==> src/rtl/fetch_pkg.sv <==
// Shared types and constants for the instruction fetch controller.
//   fetch_state_e : controller states (LOAD, RUN, DRAIN)
//   fetch_entry_t : one buffered instruction {pc, data}
package fetch_pkg;

  localparam int          INSTR_W = 32;
  localparam int          PC_W    = 32;
  localparam logic [31:0] PC_STEP = 32'd4;

  typedef enum logic [1:0] {
    LOAD  = 2'd0,
    RUN   = 2'd1,
    DRAIN = 2'd2
  } fetch_state_e;

  typedef struct packed {
    logic [PC_W-1:0]    pc;
    logic [INSTR_W-1:0] data;
  } fetch_entry_t;

endpackage

==> src/rtl/fetch_fifo.sv <==
// Small synchronous FIFO holding fetched instructions toward decode.
// Ports:
//   clk, reset      : clock, synchronous active-high reset
//   flush           : empties the FIFO (wins over a same-cycle push)
//   push, push_data : write one entry
//   pop             : remove head (ignored when empty)
//   head            : entry at the head (registered storage)
//   count, empty    : occupancy
// DEPTH must be a power of two so the pointers wrap naturally.
module fetch_fifo #(
  parameter int DEPTH = 2,
  parameter int W     = 64
) (
  input  logic                     clk,
  input  logic                     reset,
  input  logic                     flush,
  input  logic                     push,
  input  logic [W-1:0]             push_data,
  input  logic                     pop,
  output logic [W-1:0]             head,
  output logic [$clog2(DEPTH):0]   count,
  output logic                     empty
);

  localparam int                PTR_W     = $clog2(DEPTH);
  localparam int                CNT_W     = PTR_W + 1;
  localparam logic [PTR_W-1:0]  PTR_ONE   = 1;
  localparam logic [CNT_W-1:0]  CNT_ONE   = 1;
  localparam logic [CNT_W-1:0]  CNT_DEPTH = CNT_W'(DEPTH);

  logic [W-1:0]     mem [DEPTH];
  logic [PTR_W-1:0] wr_ptr;
  logic [PTR_W-1:0] rd_ptr;
  logic             do_pop;

  assign empty  = (count == '0);
  assign do_pop = pop && !empty;
  assign head   = mem[rd_ptr];

  always_ff @(posedge clk) begin
    if (reset || flush) begin
      wr_ptr <= '0;
      rd_ptr <= '0;
      count  <= '0;
    end else begin
      if (push)   wr_ptr <= wr_ptr + PTR_ONE;
      if (do_pop) rd_ptr <= rd_ptr + PTR_ONE;
      case ({push, do_pop})
        2'b10:   count <= count + CNT_ONE;
        2'b01:   count <= count - CNT_ONE;
        default: count <= count;
      endcase
    end
  end

  // Storage is data only and carries no reset.
  always_ff @(posedge clk) begin
    if (push && !flush) mem[wr_ptr] <= push_data;
  end

`ifndef SYNTHESIS
  // The issue rule upstream guarantees a free slot for every push.
  no_overflow: assert property (@(posedge clk) disable iff (reset)
    !(push && !flush && !do_pop && count == CNT_DEPTH));
`endif

endmodule

==> src/rtl/imem_fetch_ctrl.sv <==
// Instruction memory fetch controller.
// Owns the single instruction memory port: in LOAD the boot loader writes
// the program image; in RUN the controller issues sequential word reads
// and buffers the returned words toward decode; DRAIN is a one-cycle
// cleanup when the loader takes the memory back.
// Ports:
//   clk, reset                      : clock, synchronous active-high reset
//   boot_en                         : loader owns memory, fetch halted
//   ld_valid/ld_addr/ld_data/ld_ready : loader write channel
//   mem_req/mem_we/mem_addr/mem_wdata/mem_rdata : memory port (1-cycle read)
//   redirect_valid/redirect_pc      : taken branch/jump
//   instr_valid/instr_pc/instr_data/instr_ready : decode handshake
module imem_fetch_ctrl
  import fetch_pkg::*;
#(
  parameter int          ADDR_W     = 8,
  parameter logic [31:0] RESET_PC   = 32'h0000_0000,
  parameter int          FIFO_DEPTH = 2
) (
  input  logic              clk,
  input  logic              reset,
  input  logic              boot_en,
  input  logic              ld_valid,
  input  logic [ADDR_W-1:0] ld_addr,
  input  logic [31:0]       ld_data,
  output logic              ld_ready,
  output logic              mem_req,
  output logic              mem_we,
  output logic [ADDR_W-1:0] mem_addr,
  output logic [31:0]       mem_wdata,
  input  logic [31:0]       mem_rdata,
  input  logic              redirect_valid,
  input  logic [31:0]       redirect_pc,
  output logic              instr_valid,
  output logic [31:0]       instr_pc,
  output logic [31:0]       instr_data,
  input  logic              instr_ready
);

  localparam int CNT_W = $clog2(FIFO_DEPTH) + 1;

  fetch_state_e     state;
  logic [PC_W-1:0]  pc;
  logic             epoch;

  logic             rd_vld_p1;
  logic             rd_epoch_p1;
  logic [PC_W-1:0]  rd_pc_p1;

  logic             in_load;
  logic             in_run;
  logic             in_drain;
  logic             redirect;
  logic             issue;
  logic             pop;
  logic             push;
  logic             flush;
  logic [CNT_W-1:0] fifo_count;
  logic             fifo_empty;
  logic [CNT_W:0]   occupied;
  logic [CNT_W:0]   capacity;
  fetch_entry_t     head;
  fetch_entry_t     push_entry;
  logic             unused_redirect_lsb;

  assign in_load  = (state == LOAD);
  assign in_run   = (state == RUN);
  assign in_drain = (state == DRAIN);

  assign redirect    = in_run && redirect_valid;
  assign instr_valid = in_run && !fifo_empty && !redirect;
  assign pop         = instr_valid && instr_ready;

  // Slots already spoken for: buffered entries plus the read in flight.
  // A same-cycle pop frees one slot in time for the next push.
  assign occupied = {1'b0, fifo_count} + {{CNT_W{1'b0}}, rd_vld_p1};
  assign capacity = (CNT_W+1)'(FIFO_DEPTH) + {{CNT_W{1'b0}}, pop};
  assign issue    = in_run && !redirect && (occupied < capacity);

  // A response whose epoch predates the latest redirect is stale.
  assign push  = rd_vld_p1 && in_run && (rd_epoch_p1 == epoch);
  assign flush = redirect || in_drain;

  assign push_entry = '{pc: rd_pc_p1, data: mem_rdata};

  assign instr_pc   = instr_valid ? head.pc   : '0;
  assign instr_data = instr_valid ? head.data : '0;

  assign unused_redirect_lsb = ^redirect_pc[1:0];

  always_ff @(posedge clk) begin
    if (reset) begin
      state     <= LOAD;
      pc        <= RESET_PC;
      epoch     <= 1'b0;
      rd_vld_p1 <= 1'b0;
    end else begin
      rd_vld_p1 <= issue;
      case (state)
        LOAD: begin
          if (!boot_en) state <= RUN;
        end
        RUN: begin
          if (boot_en) state <= DRAIN;
          if (redirect_valid) begin
            pc    <= {redirect_pc[31:2], 2'b00};
            epoch <= ~epoch;
          end else if (issue) begin
            pc <= pc + PC_STEP;
          end
        end
        DRAIN:   state <= LOAD;
        default: state <= LOAD;
      endcase
    end
  end

  // ---- p0 -> p1: read issued, remember which pc/epoch it belongs to ----
  always_ff @(posedge clk) begin
    if (issue) begin
      rd_pc_p1    <= pc;
      rd_epoch_p1 <= epoch;
    end
  end

  always_comb begin
    ld_ready  = 1'b0;
    mem_req   = 1'b0;
    mem_we    = 1'b0;
    mem_addr  = '0;
    mem_wdata = '0;
    if (in_load) begin
      ld_ready = 1'b1;
      if (ld_valid) begin
        mem_req   = 1'b1;
        mem_we    = 1'b1;
        mem_addr  = ld_addr;
        mem_wdata = ld_data;
      end
    end else if (issue) begin
      mem_req  = 1'b1;
      mem_addr = pc[ADDR_W+1:2];
    end
  end

  // ---- p1 -> p2: returned word enters the decode buffer ----
  fetch_fifo #(
    .DEPTH (FIFO_DEPTH),
    .W     ($bits(fetch_entry_t))
  ) u_fifo (
    .clk       (clk),
    .reset     (reset),
    .flush     (flush),
    .push      (push),
    .push_data (push_entry),
    .pop       (pop),
    .head      (head),
    .count     (fifo_count),
    .empty     (fifo_empty)
  );

endmodule

==> config.mk <==
export PLATFORM = sky130hd
export DESIGN_NAME = imem_fetch_ctrl
export DESIGN_NICKNAME = d
export VERILOG_FILES = /design/src/rtl/fetch_pkg.sv /design/src/rtl/fetch_fifo.sv /design/src/rtl/imem_fetch_ctrl.sv
export SDC_FILE = /design/constraint.sdc
export NUM_CORES = 1
export LEC_CHECK = 0
export BUFFER_PORTS_ARGS = -buffer_cell sky130_fd_sc_hd__buf_2
export CAP_MARGIN = 20
export CORE_MARGIN = 2
export CORE_UTILIZATION = 30
export CTS_CLUSTER_DIAMETER = 40
export DETAILED_ROUTE_END_ITERATION = 10
export SLEW_MARGIN = 10
export SYNTH_ARGS = -nofsm -noshare
export SYNTH_HDL_FRONTEND = slang
export SYNTH_SLANG_ARGS = --single-unit
==> constraint.sdc <==
create_clock -name clk -period 5.6 [get_ports clk]
set_clock_uncertainty 0.15 [all_clocks]
set_input_delay 0.28 -clock clk [delete_from_list [all_inputs] [get_ports clk]]
set_output_delay 0.28 -clock clk [all_outputs]
set_load 0.01 [all_outputs]
==> results of run 1 <==
critical path, delay by kind of cell (launching register included):
| family | cells | cell delay [ns] |
|---|---|---|
| AOI/OAI and AO/OA | 2 | 0.48 |
| adders and majority gates | 2 | 0.51 |
| buffers and inverters | 2 | 0.72 |
| DFF | 1 | 0.40 |
| and+or+nand+nor | 1 | 0.37 |
logic make-up after synthesis:
logic type	count (synthesis)	synth area share
AO/OA/AOI/OAI	101	0.0846
XOR/XNOR	7	0.00743
adder cells (fa/ha/maj)	4	0.00606
multiplexers	63	0.0764
flip-flops	194	0.658
other	1	0.000454
AND/OR/NAND/NOR	235	0.140
buffers and inverters	53	0.0268
power groups by stage:
stage	clock network [µW]	logic (µW)	registers, µW
floorplan	0	85.7	1610
global placement	0	158	1620
detailed placement	0	162	1620
CTS	1250	183	1590
global route	1310	199	1590
finish	1220	183	1590
cell type report:
class / count / area share
clock buffer: 19 / 0.0417
clock inverter: 13 / 0.0139
inverter: 10 / 0.00353
multi-input combinational: 412 / 0.247
sequential: 194 / 0.512
tap: 341 / 0.0402
timing repair buffer: 258 / 0.141
Yosys cell counts, drive strengths merged, types with 8 or more instances:
master | count | area, µm²
a21oi | 18 | 93.8
a22o | 9 | 78.8
and3 | 37 | 231
buf | 12 | 67.6
clkbuf | 31 | 116
dfxtp | 39 | 781
edfxtp | 155 | 4650
inv | 9 | 33.8
mux2i | 63 | 631
nand2 | 29 | 109
nand3 | 24 | 125
nand4 | 8 | 56.3
nor2 | 99 | 374
nor3 | 8 | 45.0
nor4 | 9 | 68.8
o21ai | 23 | 115
state kept, by name, indices dropped and copies added (netlist names), named ones only:
signal         count
state              2
rd_pc_p1          30
pc                30
rd_epoch_p1        1
u_fifo.count       2
rd_vld_p1          1
u_fifo.rd_ptr      1
u_fifo.mem       124
u_fifo.wr_ptr      1
epoch              1
layer usage:
layer | part of all wire | up-vias | wire [µm]
met3 | 0.063 | 25 | 1350
met2 | 0.50 | 222 | 10600
li1 | - | 2942 | -
met5 | 0.0016 | - | 34
met4 | 0.013 | 6 | 272
met1 | 0.42 | 2946 | 9030
repair_timing:
action,in CTS,in global routing
hold buffers,36,0
endpoints found under the hold margin,69,0
buffers inserted,0,0
path summary, 6_finish.rpt:
path	cells past startpoint	startpoint	slack (ns)	endpoint
setup / recovery	7	u_fifo.count[0]	2.26	mem_addr[2]
hold / removal	3	redirect_pc[28]	0.02	pc[28]
setup reg to reg	8	u_fifo.count[0]	2.51	pc[22]
hold reg to reg	0	rd_pc_p1[14]	0.29	u_fifo.mem[1][46]
stage by stage:
step	area, µm²	cells	power (µW)	setup WS (ns)
after detailed placement	9660	1178	1780	2.36
after CTS	10600	1246	3030	2.26
after global placement	9660	1178	1780	2.44
after global routing	10600	1247	3100	2.10
after floorplan	8260	659	1700	1.65
final	10600	1247	2990	2.26
==> impl_results.rst, run 1 <==
.. list-table::
   :header-rows: 1

   * - Metric
     - Value
   * - Status
     - complete, no violations
   * - Most frequent cells in the layout
     - 213 x buf_2, 155 x edfxtp_1, 96 x nor2_1, 63 x mux2i_1, 38 x dfxtp_1
   * - Fraction of layout cells with a size suffix above 1
     - 0.291
   * - Hold Violations, Final
     - 0
   * - Signal arrival time at the worst endpoint
     - 2.91 ns
   * - Area of the multi-input gates
     - 2630 µm²
   * - Full die area
     - 28900 µm²
   * - Avg Vias per Cell
     - 4.92
   * - Slowest cell on crit path
     - clkinv_1
   * - Die Ht
     - 170 µm
   * - Met2 Resource Use GR
     - 0.257
   * - CTS buffer count
     - 17
   * - Register bit total from synthesis
     - slightly below 200
   * - Distinct cell type count after synthesis
     - 59
   * - Fraction of registers with async set/reset
     - 0
   * - Placement Rows
     - 60
   * - CTS sink cnt
     - 194
   * - Static leakage
     - 0.00400 µW
   * - Filler Cell Count
     - about 2.6k
   * - Switching part of the total power
     - 0.219
   * - Post-detailed-route DRC marker count
     - 0
   * - CP cell instances
     - ha_1 > ha_1 > o21ai_0 > nand2_1 > clkinv_1 > a22o_1 > buf_2
   * - Number of antenna violations at the first check in global routing
     - 3
   * - Slew at the pin closest to its max-slew limit
     - about 1.0 ns
   * - Logic pwr share
     - 0.061
   * - Maximum clock frequency
     - ~300 MHz
   * - Largest fanout of any net on the critical path
     - 16
   * - Most frequent cell on the critical path
     - ha_1
   * - Area growth, synth to finish
     - 28.7%
   * - Maximum root-to-sink buffer count
     - 2
   * - Psw
     - 656 µW
   * - Vias in the first global route
     - 5782
   * - Number of standard cells after synthesis
     - approximately 660
   * - Total number of vias
     - between 6k and 7k
   * - Storage element area
     - 5440 µm²
   * - Time the final worst path needs with I/O delays and setup
     - 3.34 ns
   * - Synth Area per Inst
     - 12.5 µm²
   * - Classification of the worst setup path
     - reg2out
   * - Element type at the critical path end
     - output port
   * - Relative slew slack
     - 0.315
   * - Post-detailed-placement half-perimeter wirelength
     - 14.2 mm
   * - Largest stage delay, worst path
     - 0.58 ns
   * - Wire length of the first global-routing pass
     - 31.6 mm
   * - Initial Util
     - 0.306
   * - Quantity of gates resized following cts
     - 0
   * - Worst hold margin
     - 0.0224 ns
   * - Setup repair after global routing missed its margin
     - no
   * - Remaining global-route overflow
     - 0
   * - Diode count
     - 0
   * - Floorplan core area
     - between 20000 and 30000 µm²
   * - Count of pins on the block boundary
     - 218
   * - Wire length after detailed routing
     - 21.3 mm
   * - Sort of element at the start of the critical path
     - flop
   * - WP data required
     - roughly 5.2 ns
   * - Port bufs
     - 213
   * - Busiest layer in global routing
     - met2
   * - Clock tree from TritonCTS
     - done
   * - Setup Viol. Count Final
     - 0
   * - Clock latency of the later-clocked register in the worst-skew pair
     - 0.43 ns
   * - Part of the total power dissipated in sequential elements
     - 0.531
   * - Pwr dens
     - 282 nW/µm²
   * - Number of levels the H-tree was split into
     - 4
   * - Most frequently used flop master after synthesis
     - edfxtp_1
   * - EDFF count, synth
     - 155
   * - Layout net count
     - 1007
   * - Number of pins exceeding their max-slew limit in the final report
     - 0
   * - Core utilization of the finished layout
     - 0.394
   * - Router iterations before antenna repair
     - 4
   * - Post-detailed-route wirelength per cell
     - 17.1 µm
   * - Fraction of the cycle the final worst path needs
     - 0.596
   * - Internal power consumption
     - 2340 µW
   * - Total of max-cap violations
     - 0
   * - Portion of total power attributed to the clock network
     - 0.408
   * - Remaining antenna violation count
     - 0
   * - Most common library cell in the layout ignoring fill and taps
     - buf_2
   * - Pin count of the biggest net entering global routing
     - 63
   * - Clock input transition at the sequential cells of the worst setup and hold paths
     - ~0.080 ns
   * - Area of the mapped netlist
     - 8250 µm²
   * - Placer Congestion
     - ~0.93
   * - Count of warnings emitted by yosys
     - 0
   * - Met3 routing resource usage after global routing
     - 0.0319
   * - Worst voltage drop across the vdd grid
     - 0.214 mV
   * - Number of design-rule violations left by the first detailed-router iteration
     - 388
   * - Die extent in x
     - between 150 and 200 µm
   * - Global router's overall resource usage
     - 0.144
   * - Share of the yosys chip area belonging to registers
     - 0.658
   * - Met1 capacity usage during global routing
     - 0.173
   * - Cell at the root of the clock tree
     - clkbuf_16
   * - Accumulated negative setup slack
     - 0 ns
   * - Type of the tightest min-delay check
     - in2reg
(Power assumes the default switching activity.)
==> run 2: changes to the inputs <==
clock period = 3.1 ns   (was 5.6 ns; I/O delays follow)
==> impl_results.rst, run 2 (synthesis gave the netlist of run 1 again) <==
.. list-table::
   :header-rows: 1

   * - Metric
     - Value
   * - Status
     - complete, no violations
   * - WP data required
     - 2.79 ns (-2.38 ns)
   * - Post-Place Worst Slack
     - 0.609 ns (-1.75 ns)
   * - Placer Congestion
     - 0.907 (-2.2%)
   * - Remaining antenna violation count
     - 0 (unchanged)
   * - Total number of vias
     - 6137 (-0.065%)
   * - Count of pins on the block boundary
     - 218 (unchanged)
   * - Post-detailed-route wirelength per cell
     - 16.3 µm (-4.4%)
   * - Largest Register
     - u_fifo.mem
   * - Setup slack of the most critical reg-to-reg path
     - 0.57 ns (-1.94 ns)
   * - Static leakage
     - 0.00415 µW (+3.7%)
   * - Post-detailed-route DRC marker count
     - 0 (unchanged)
   * - Diode count
     - 0 (unchanged)
   * - Die Ht
     - 170 µm (unchanged)
   * - Layout net count
     - 1035 (+2.8%)
   * - Setup ws final
     - 0.324 ns (-1.94 ns)
   * - R2R Path End
     - pc[23]
   * - Maximum clock frequency
     - roughly 360 MHz
   * - Port bufs
     - 213 (unchanged)
   * - Cells on Worst Hold Path
     - 4 (+1)
   * - Router iterations before antenna repair
     - 5 (+1)
   * - Maximum root-to-sink buffer count
     - 2 (unchanged)
   * - Signal arrival time at the worst endpoint
     - 2.47 ns (-0.44 ns)
   * - Quantity of gates resized following cts
     - 0 (unchanged)
   * - Post-detailed-placement half-perimeter wirelength
     - 14.0 mm (-0.90%)
   * - Clock input transition at the sequential cells of the worst setup and hold paths
     - 0.07 ns (about the same)
   * - Type of the tightest min-delay check
     - in2reg
   * - Number of levels the H-tree was split into
     - 4 (unchanged)
   * - Slowest cell on crit path
     - dfxtp_1
   * - Element type at the critical path end
     - output port
   * - Floorplan core area
     - 27000 µm² (unchanged)
   * - Die extent in x
     - 170 µm (unchanged)
   * - Startpoint of the tightest hold check path
     - redirect_pc[21]
   * - Pin count of the biggest net entering global routing
     - 63 (unchanged)
   * - Number of flip-flops under the largest register name
     - 124 (unchanged)
   * - Number of antenna violations at the first check in global routing
     - 0 (-3)
   * - Slew at the pin closest to its max-slew limit
     - 0.720 ns (-0.305 ns)
   * - Fraction of the cycle the final worst path needs
     - 0.895
   * - Top cell family by delay on the critical path
     - flip-flops
   * - Relative slew slack
     - 0.520 (+0.205)
   * - Classification of the worst setup path
     - reg2out
   * - CP cell instances
     - ha_1 > nand2b_1 > o21ai_0 > nand2_1 > clkinv_1 > buf_12 > a22o_1 > buf_2
   * - Initial Util
     - 0.306 (unchanged)
   * - Registers with the most flip-flops
     - u_fifo.mem x124, pc x30, rd_pc_p1 x30
   * - Wire length of the first global-routing pass
     - 31.8 mm (+0.85%)
   * - Remaining global-route overflow
     - 0 (unchanged)
   * - Full die area
     - 28900 µm² (unchanged)
   * - WHS Endpoint
     - pc[21]
   * - Setup Viol. Count Final
     - 0 (unchanged)
   * - Hold Violations, Final
     - 0 (unchanged)
   * - Largest stage delay, worst path
     - 0.48 ns (-0.10 ns)
   * - Most frequent cells in the layout
     - 213 x buf_2, 155 x edfxtp_1, 96 x nor2_1, 63 x mux2i_1, 58 x dlygate4sd3_1
   * - CTS sink cnt
     - 194 (unchanged)
   * - Fraction of layout cells with a size suffix above 1
     - 0.291 (about the same)
   * - Setup repair after global routing missed its margin
     - no
   * - CTS buffer count
     - 17 (unchanged)
   * - Most common library cell in the layout ignoring fill and taps
     - buf_2
   * - Time the final worst path needs with I/O delays and setup
     - 2.78 ns
   * - Total of max-cap violations
     - 0 (unchanged)
   * - Placement Rows
     - 60 (unchanged)
   * - Number of design-rule violations left by the first detailed-router iteration
     - 398 (+2.6%)
   * - Buffering stage count on the worst path with inverters included
     - 3 (+1)
   * - Global router's overall resource usage
     - 0.143 (-0.000767)
   * - Reg2Reg Depth
     - 6 (-2)
   * - Pwr dens
     - 506 nW/µm² (+80%)
   * - Clock tree from TritonCTS
     - done
   * - Worst voltage drop across the vdd grid
     - 0.376 mV (+76%)
   * - Vias in the first global route
     - 5793 (+0.19%)
   * - Cell at the root of the clock tree
     - clkbuf_16
   * - Wire length after detailed routing
     - 20.8 mm (-2.2%)
   * - Area growth, synth to finish
     - 32.9%
   * - Avg Vias per Cell
     - 4.81 (-2.3%)
   * - Worst R2R Start
     - u_fifo.count[0]
   * - Worst hold margin
     - 0.0140 ns (-0.00835 ns)
   * - Accumulated negative setup slack
     - 0 ns (unchanged)
   * - Number of pins exceeding their max-slew limit in the final report
     - 0 (unchanged)
   * - Clock latency of the later-clocked register in the worst-skew pair
     - 0.43 ns (about the same)
   * - Sort of element at the start of the critical path
     - flop
   * - Largest fanout of any net on the critical path
     - 45 (+29)
run 2: cell count changes in the layout (fill, tap and decap cells not counted):
cell / previous run / this run
buf_12: 0 / 4
buf_4: 8 / 11
buf_8: 1 / 0
bufinv_16: 2 / 3
clkbuf_1: 1 / 0
clkinv_1: 2 / 1
clkinv_2: 2 / 1
clkinv_4: 1 / 2
dlygate4sd3_1: 36 / 58
inv_6: 4 / 3
inv_8: 2 / 4
run 2: area by class of cell:
type	instances	area, µm²
fill	2545	16000
sequential	194	5440
multi-input combinational	412	2630
timing repair buffer	286	1810
clock buffer	18	439
tap	341	427
clock inverter	14	191
inverter	10	37.5
run 2: tightest hold or removal path, stage by stage:
cell	delay [ns]
buf_2	0.11
a32o_1	0.12
nand2_1	0.05
a21oi_1	0.12
run 2: what timing repair did:
action,CTS,global route
hold buffers,58,0
endpoints found under the hold margin,91,0
endpoints found under the setup margin,0,0
buffers inserted,0,0
run 2: worst max path at each step:
stage                             to  slack, ns            start  cells past startpoint
floorplan           u_fifo.mem[0][0]      -0.85         state[1]                      4
global placement              pc[23]       0.64  u_fifo.count[0]                      6
detailed placement            pc[23]       0.61  u_fifo.count[0]                      6
CTS                      mem_addr[5]       0.31  u_fifo.count[0]                      8
global route             mem_addr[7]       0.20  u_fifo.count[0]                      8
finish                   mem_addr[1]       0.32  u_fifo.count[0]                      8
run 2: where the power goes:
group | switching, µW | internal, µW
registers | 37.0 | 2830
clock network | 1000 | 1320
logic | 177 | 181
run 2: metrics by stage:
step | util | cell area, µm² | std cells | power [µW]
2_1_floorplan | - | 8260 | 659 | 3070
3_3_place_gp | 0.362 | 9760 | 1185 | 3220
3_5_place_dp | 0.362 | 9760 | 1185 | 3230
4_1_cts | 0.407 | 11000 | 1275 | 5630
5_1_grt | 0.407 | 11000 | 1275 | 5770
6_report | 0.407 | 11000 | 1275 | 5550
run 2: per-layer routing:
metal | up-vias | GRT usage | wire length (µm)
met5 | - | 0 | 0
met4 | 0 | 0.0386 | 268
met3 | 17 | 0.0298 | 1360
met2 | 251 | 0.246 | 10100
met1 | 2874 | 0.184 | 9130
li1 | 2995 | - | -
